**src/rtl/vend_dispense_ctrl.sv**
```systemverilog
// rtl/vend_dispense_ctrl.sv - vend decision and change dispenser behind the coin collector
// Ports:
//   i_clk, i_rst        clock, synchronous active-high reset
//   i_collected[31:0]   running total from the collector
//   i_sel_valid, i_sel  product selection strobe and code
//   i_cancel            refund request strobe
//   o_busy              high while a transaction is in progress
//   o_col_rst           one-cycle clear to the collector
//   o_vend, o_product   one-cycle vend pulse, code of last vended product (held)
//   o_coin_100/25/10    one-cycle coin dispense pulses
//   o_insufficient      one-cycle pulse: funds below price
//   o_err               one-cycle pulse: unmatched product code
//   o_done              one-cycle pulse: transaction finished
//   o_residual[3:0]     undispensable remainder of last transaction (held)
module vend_dispense_ctrl #(
  parameter logic [9:0] PRICE_A  = 10'd50,
  parameter logic [9:0] PRICE_B  = 10'd80,
  parameter logic [9:0] PRICE_C  = 10'd100,
  parameter logic [9:0] PRICE_D  = 10'd120,
  parameter logic [9:0] PRICE_E  = 10'd150,
  parameter logic [2:0] A        = 3'b001,
  parameter logic [2:0] B        = 3'b011,
  parameter logic [2:0] C        = 3'b010,
  parameter logic [2:0] D        = 3'b110,
  parameter logic [2:0] E        = 3'b111,
  parameter logic [3:0] COIN_GAP = 4'd2
) (
  input  logic        i_clk,
  input  logic        i_rst,
  input  logic [31:0] i_collected,
  input  logic        i_sel_valid,
  input  logic [2:0]  i_sel,
  input  logic        i_cancel,
  output logic        o_busy,
  output logic        o_col_rst,
  output logic        o_vend,
  output logic [2:0]  o_product,
  output logic        o_coin_100,
  output logic        o_coin_25,
  output logic        o_coin_10,
  output logic        o_insufficient,
  output logic        o_err,
  output logic        o_done,
  output logic [3:0]  o_residual
);

  typedef enum logic [2:0] {
    IDLE   = 3'd0,
    CHECK  = 3'd1,
    VEND   = 3'd2,
    CHANGE = 3'd3,
    GAP    = 3'd4,
    DONE   = 3'd5
  } state_t;

  state_t      state, state_n;
  logic [2:0]  code_q, code_n;
  logic [9:0]  price_q, price_n;
  logic [31:0] change_q, change_n;
  logic [3:0]  gap_cnt, gap_n;

  logic        sel_ok;
  logic [9:0]  sel_price;
  logic        pick_100, pick_25, pick_10;
  logic        cancel_take;

  logic        busy_d, col_rst_d, vend_d, coin_100_d, coin_25_d, coin_10_d;
  logic        insufficient_d, err_d, done_d;
  logic [2:0]  product_d;
  logic [3:0]  residual_d;

  // Price table lookup; first matching code wins if parameters ever overlap.
  always_comb begin
    sel_ok    = 1'b1;
    sel_price = PRICE_A;
    if (i_sel == A)      sel_price = PRICE_A;
    else if (i_sel == B) sel_price = PRICE_B;
    else if (i_sel == C) sel_price = PRICE_C;
    else if (i_sel == D) sel_price = PRICE_D;
    else if (i_sel == E) sel_price = PRICE_E;
    else begin
      sel_ok    = 1'b0;
      sel_price = 10'd0;
    end
  end

  // Coin choice: a 25 is only used when it clears a trailing 5, otherwise
  // the remainder could never be paid out in tens.
  always_comb begin
    pick_100 = (change_q >= 32'd100);
    pick_25  = !pick_100 && (change_q >= 32'd25) &&
               ((change_q[6:0] % 7'd10) == 7'd5);
    pick_10  = !pick_100 && !pick_25 && (change_q >= 32'd10);
  end

  assign cancel_take = i_cancel && (i_collected != 32'd0);

  // State register; outputs are registered alongside the transition.
  always_ff @(posedge i_clk) begin
    if (i_rst) begin
      state          <= IDLE;
      code_q         <= 3'd0;
      price_q        <= 10'd0;
      change_q       <= 32'd0;
      gap_cnt        <= 4'd0;
      o_busy         <= 1'b0;
      o_col_rst      <= 1'b0;
      o_vend         <= 1'b0;
      o_product      <= 3'd0;
      o_coin_100     <= 1'b0;
      o_coin_25      <= 1'b0;
      o_coin_10      <= 1'b0;
      o_insufficient <= 1'b0;
      o_err          <= 1'b0;
      o_done         <= 1'b0;
      o_residual     <= 4'd0;
    end else begin
      state          <= state_n;
      code_q         <= code_n;
      price_q        <= price_n;
      change_q       <= change_n;
      gap_cnt        <= gap_n;
      o_busy         <= busy_d;
      o_col_rst      <= col_rst_d;
      o_vend         <= vend_d;
      o_product      <= product_d;
      o_coin_100     <= coin_100_d;
      o_coin_25      <= coin_25_d;
      o_coin_10      <= coin_10_d;
      o_insufficient <= insufficient_d;
      o_err          <= err_d;
      o_done         <= done_d;
      o_residual     <= residual_d;
    end
  end

  // Next-state and datapath
  always_comb begin
    state_n  = state;
    code_n   = code_q;
    price_n  = price_q;
    change_n = change_q;
    gap_n    = gap_cnt;
    case (state)
      IDLE: begin
        // A cancel strobe always swallows a simultaneous selection.
        if (i_cancel) begin
          if (cancel_take) begin
            change_n = i_collected;
            state_n  = CHANGE;
          end
        end else if (i_sel_valid && sel_ok) begin
          code_n  = i_sel;
          price_n = sel_price;
          state_n = CHECK;
        end
      end
      CHECK: begin
        if (i_collected >= {22'd0, price_q}) begin
          change_n = i_collected - {22'd0, price_q};
          state_n  = VEND;
        end else begin
          state_n = IDLE;
        end
      end
      VEND: state_n = CHANGE;
      CHANGE: begin
        if (pick_100 || pick_25 || pick_10) begin
          if (pick_100)     change_n = change_q - 32'd100;
          else if (pick_25) change_n = change_q - 32'd25;
          else              change_n = change_q - 32'd10;
          gap_n   = 4'd0;
          state_n = (COIN_GAP != 4'd0) ? GAP : CHANGE;
        end else begin
          state_n = DONE;
        end
      end
      GAP: begin
        if (gap_cnt == COIN_GAP - 4'd1) state_n = CHANGE;
        else                            gap_n   = gap_cnt + 4'd1;
      end
      DONE:    state_n = IDLE;
      default: state_n = IDLE;
    endcase
  end

  // Output values to be registered with the transition
  always_comb begin
    busy_d         = (state_n != IDLE);
    col_rst_d      = (state_n == VEND) || (state == IDLE && state_n == CHANGE);
    vend_d         = (state_n == VEND);
    product_d      = (state_n == VEND) ? code_q : o_product;
    coin_100_d     = (state == CHANGE) && pick_100;
    coin_25_d      = (state == CHANGE) && pick_25;
    coin_10_d      = (state == CHANGE) && pick_10;
    insufficient_d = (state == CHECK) && (state_n == IDLE);
    err_d          = (state == IDLE) && !i_cancel && i_sel_valid && !sel_ok;
    done_d         = (state_n == DONE);
    residual_d     = (state == CHANGE && state_n == DONE) ? change_q[3:0] : o_residual;
  end

endmodule

```
**config.mk**
```make
export PLATFORM = sky130hd
export DESIGN_NAME = vend_dispense_ctrl
export DESIGN_NICKNAME = d
export VERILOG_FILES = /design/src/rtl/vend_dispense_ctrl.sv
export SDC_FILE = /design/constraint.sdc
export NUM_CORES = 1
export LEC_CHECK = 0
export BUFFER_PORTS_ARGS = -buffer_cell sky130_fd_sc_hd__clkbuf_2
export CAP_MARGIN = 10
export CORE_MARGIN = 3
export CORE_UTILIZATION = 30
export DETAILED_ROUTE_END_ITERATION = 8
export HOLD_SLACK_MARGIN = 0.12
export PLACE_DENSITY = 0.58
export SETUP_SLACK_MARGIN = 0.02
export SLEW_MARGIN = 20
export SYNTH_ARGS = -nofsm -noshare
export SYNTH_HDL_FRONTEND = slang
export SYNTH_SLANG_ARGS = --single-unit
```
**constraint.sdc**
```tcl
create_clock -name i_clk -period 5.75 [get_ports i_clk]
set_clock_uncertainty 0.2 [all_clocks]
set_input_delay 1.15 -clock i_clk [delete_from_list [all_inputs] [get_ports i_clk]]
set_output_delay 1.15 -clock i_clk [all_outputs]
set_load 0.1 [all_outputs]
```
==> results.py <==
metrics = {
    "run_status": {
        "outcome": "completed",
    },
    "layout": {
        "nets": 728,
        "drive_gt1_share_pct": 13.9,
        "antennaDiodeCount": 0,
        "syn2layout_area_growth_pct": 15.9,
    },
    "flow_run": {
        "drv_cap": 0,
    },
    "drt": {
        "final_antenna_net_count": 0,
        "vias_per_cell": 5.52,
        "drt_iter0_drc": 220,
        "drcViolationCount": 0,
        "vias": 4887,
        "firstDrtPassIters": 5,
        "wl_per_cell_um": 16.5,
        "wl_um": 14600,
    },
    "clock_network": {
        "cts_resized": 0,
        "post_cts_buffers": 0,
        "clkSlewWorstSetupHoldPaths_ns": 0.06,
        "htreeDepth": 3,
        "cts_hold_buffers": 0,
        "cts_made_buffers": 9,
        "clock_latency_ns": 0.34,
        "cts_tree": "done",
        "cts_root_buf": "clkbuf_16",
        "clock_sinks": 65,
        "clockBufferDepth": 2,
    },
    "critical_path": {
        "slowest_delay_ns": 0.63,
        "cp_max_fo": 19,
        "cp_common_cell": "nor4_1",
        "crit_chain": "clkbuf_2, nor4_1, nand4_1, or3_1, nor4_1, o31a_1, buf_4, nor4_1, a211o_1",
        "cp_data_required_time_ns": 5.77,
        "end_kind": "flip-flop",
        "criticalPathCategory": "in -> reg",
        "crit_arrival_ns": 4.46,
        "cp_slowest_cell": "nor4_1",
        "crit_path_start_kind": "primary input",
    },
    "timing": {
        "worst_pin_slew_ns": 1.07,
        "whs_ns": 0.254,
        "max_freq_mhz": 226,
        "hold_viol_final": 0,
        "setup_viol": 0,
        "grt_setup_unrepaired": "no",
        "min_period_ns": 4.43,
        "fin_crit_sh_pct": 77.1,
        "tns_ns": 0,
        "setup_slack_ns": 1.32,
        "relSlewSlack_pct": 28.4,
        "drv_slew": 0,
    },
    "synth": {
        "netlist_area_um2": 4860,
        "yosys_warnings": 0,
        "synth-edff-count": 0,
        "yosys.area.top_type": "dfxtp_1",
        "yosysSeqAreaShare_pct": 26.8,
        "async_flop_share_pct": 0,
        "ys_top_cells_by_count": "dfxtp_1 (65), nand2_1 (57), nor2_1 (57), a21oi_1 (41), clkbuf_1 (32)",
        "netlist.area_leader.share_pct": 26.8,
        "syn_nets": 694,
        "synthTopCellsByArea": "dfxtp_1 (27%), ha_1 (4.9%), nand2_1 (4.4%)",
        "syn_inst": 635,
        "synth_flop_cell": "dfxtp_1",
        "synth_seq_cells": 65,
        "syn_area_per_cell_um2": 7.65,
        "synth_cell_types": 69,
        "yosysMostFrequentCell": "dfxtp_1",
    },
    "placed_design": {
        "gp_congestion": 0.855,
        "port-buffer-count": 54,
        "post-dp-hpwl_um": 10900,
        "pre_cts_ws_ns": 1.01,
    },
    "die": {
        "initial_core_util_pct": 31.3,
        "dieArea_um2": 17800,
        "die_x_um": 133,
        "rows": 45,
        "io_pins": 55,
        "die_y_um": 133,
        "coreArea_um2": 15500,
    },
    "pwr": {
        "powerDensity_nw_per_um2": 301,
        "power_mw": 1.69,
        "leakage_nw": 1.99,
        "ir_drop_uv": 140,
    },
    "global_route": {
        "grt_pass1_vias": 4596,
        "grt_antenna_before_repair": 0,
        "grt_max_degree": 44,
        "grtUsageTotal_pct": 16.5,
        "overflow": 0,
        "grt_first_pass_wirelength_um": 24300,
    },
    "worst_hold_path": {
        "hp-class": "reg -> reg",
    },
}
## critical path: cells and delay by family
family | cells | cell delay, ns
AO/OA/AOI/OAI | 2 | 0.68
buffers and inverters | 2 | 0.43
AND/OR/NAND/NOR | 5 | 2.18
## sequential cells by signal, summed over array words and instances (netlist names)
signal	count
o_vend	1
state	3
o_busy	1
o_coin_10	1
gap_cnt	4
o_err	1
o_col_rst	1
o_residual	4
o_coin_100	1
code_q	3
o_done	1
o_insufficient	1
price_q	7
o_product	3
change_q	32
o_coin_25	1
## stage by stage
| step | util, % | cell area, um^2 | instances |
|---|---|---|---|
| 6_report | 36.2 | 5630 | 885 |
| 4_1_cts | 36.2 | 5630 | 885 |
| 3_5_place_dp | 34.1 | 5300 | 869 |
| 2_1_floorplan | - | 4860 | 635 |
| 3_3_place_gp | 34.1 | 5300 | 869 |
| 5_1_grt | 36.2 | 5630 | 885 |
## worst paths after layout
| path | endpoint | cells after the start | startpoint | slack (ns) |
|---|---|---|---|---|
| setup / recovery | change_q[17]$_SDFFE_PP0P_ | 9 | i_collected[15] | 1.32 |
| hold / removal | o_residual[3]$_SDFFE_PP0P_ | 2 | o_residual[3]$_SDFFE_PP0P_ | 0.25 |
| setup reg to reg | change_q[1]$_SDFFE_PP0P_ | 8 | change_q[25]$_SDFFE_PP0P_ | 1.75 |
| hold reg to reg | o_residual[3]$_SDFFE_PP0P_ | 2 | o_residual[3]$_SDFFE_PP0P_ | 0.25 |
## layout by cell type, fill, tap and decap left out, types with 11 or more instances in the layout
master,netlist,layout
a211oi_1,13,13
a21oi_1,41,41
a31oi_1,20,20
clkbuf_2,0,54
dfxtp_1,65,65
ha_1,19,19
inv_1,17,17
nand2_1,57,57
nand2b_1,15,15
nand3_1,24,24
nor2_1,57,57
nor3_1,29,29
nor4_1,19,19
o211ai_1,11,11
o21ai_0,24,24
or3_1,11,11
or4_1,11,11
xnor2_1,15,15
xor2_1,19,19
## final cells by class
type / count / area [um^2]
Clock buffer: 10 / 239
Multi-Input combinational cell: 515 / 3350
Clock inverter: 6 / 91.3
Fill cell: 1679 / 9910
Timing Repair Buffer: 60 / 315
Tap cell: 211 / 264
Inverter: 18 / 67.6
Sequential cell: 65 / 1300
## power by group
group	total, mW	switching [mW]	internal (mW)	leakage [nW]
logic	0.541	0.355	0.187	1.29
registers	0.550	0.0578	0.492	0.532
clock network	0.602	0.210	0.393	0.163
total	1.69	0.622	1.07	1.99
## routing by layer
metal	GRT usage, %	vias to the layer above	routed length [um]
li1	-	2449	-
met1	23.7	2315	7260
met2	25.7	106	6590
met3	2.45	17	541
met4	4.97	0	237
met5	0	-	0
## cell families after synthesis
group / count (synthesis) / share of synthesized area, %
and+or+nand+nor: 275 / 29.5
adders and majority gates: 20 / 5.31
buffers and inverters: 55 / 4.51
AOI/OAI and AO/OA: 176 / 25.1
xor gates and xnor gates: 34 / 6.13
muxes: 10 / 2.68
DFF: 65 / 26.8
No activity file was read; power rests on OpenSTA's default activity.
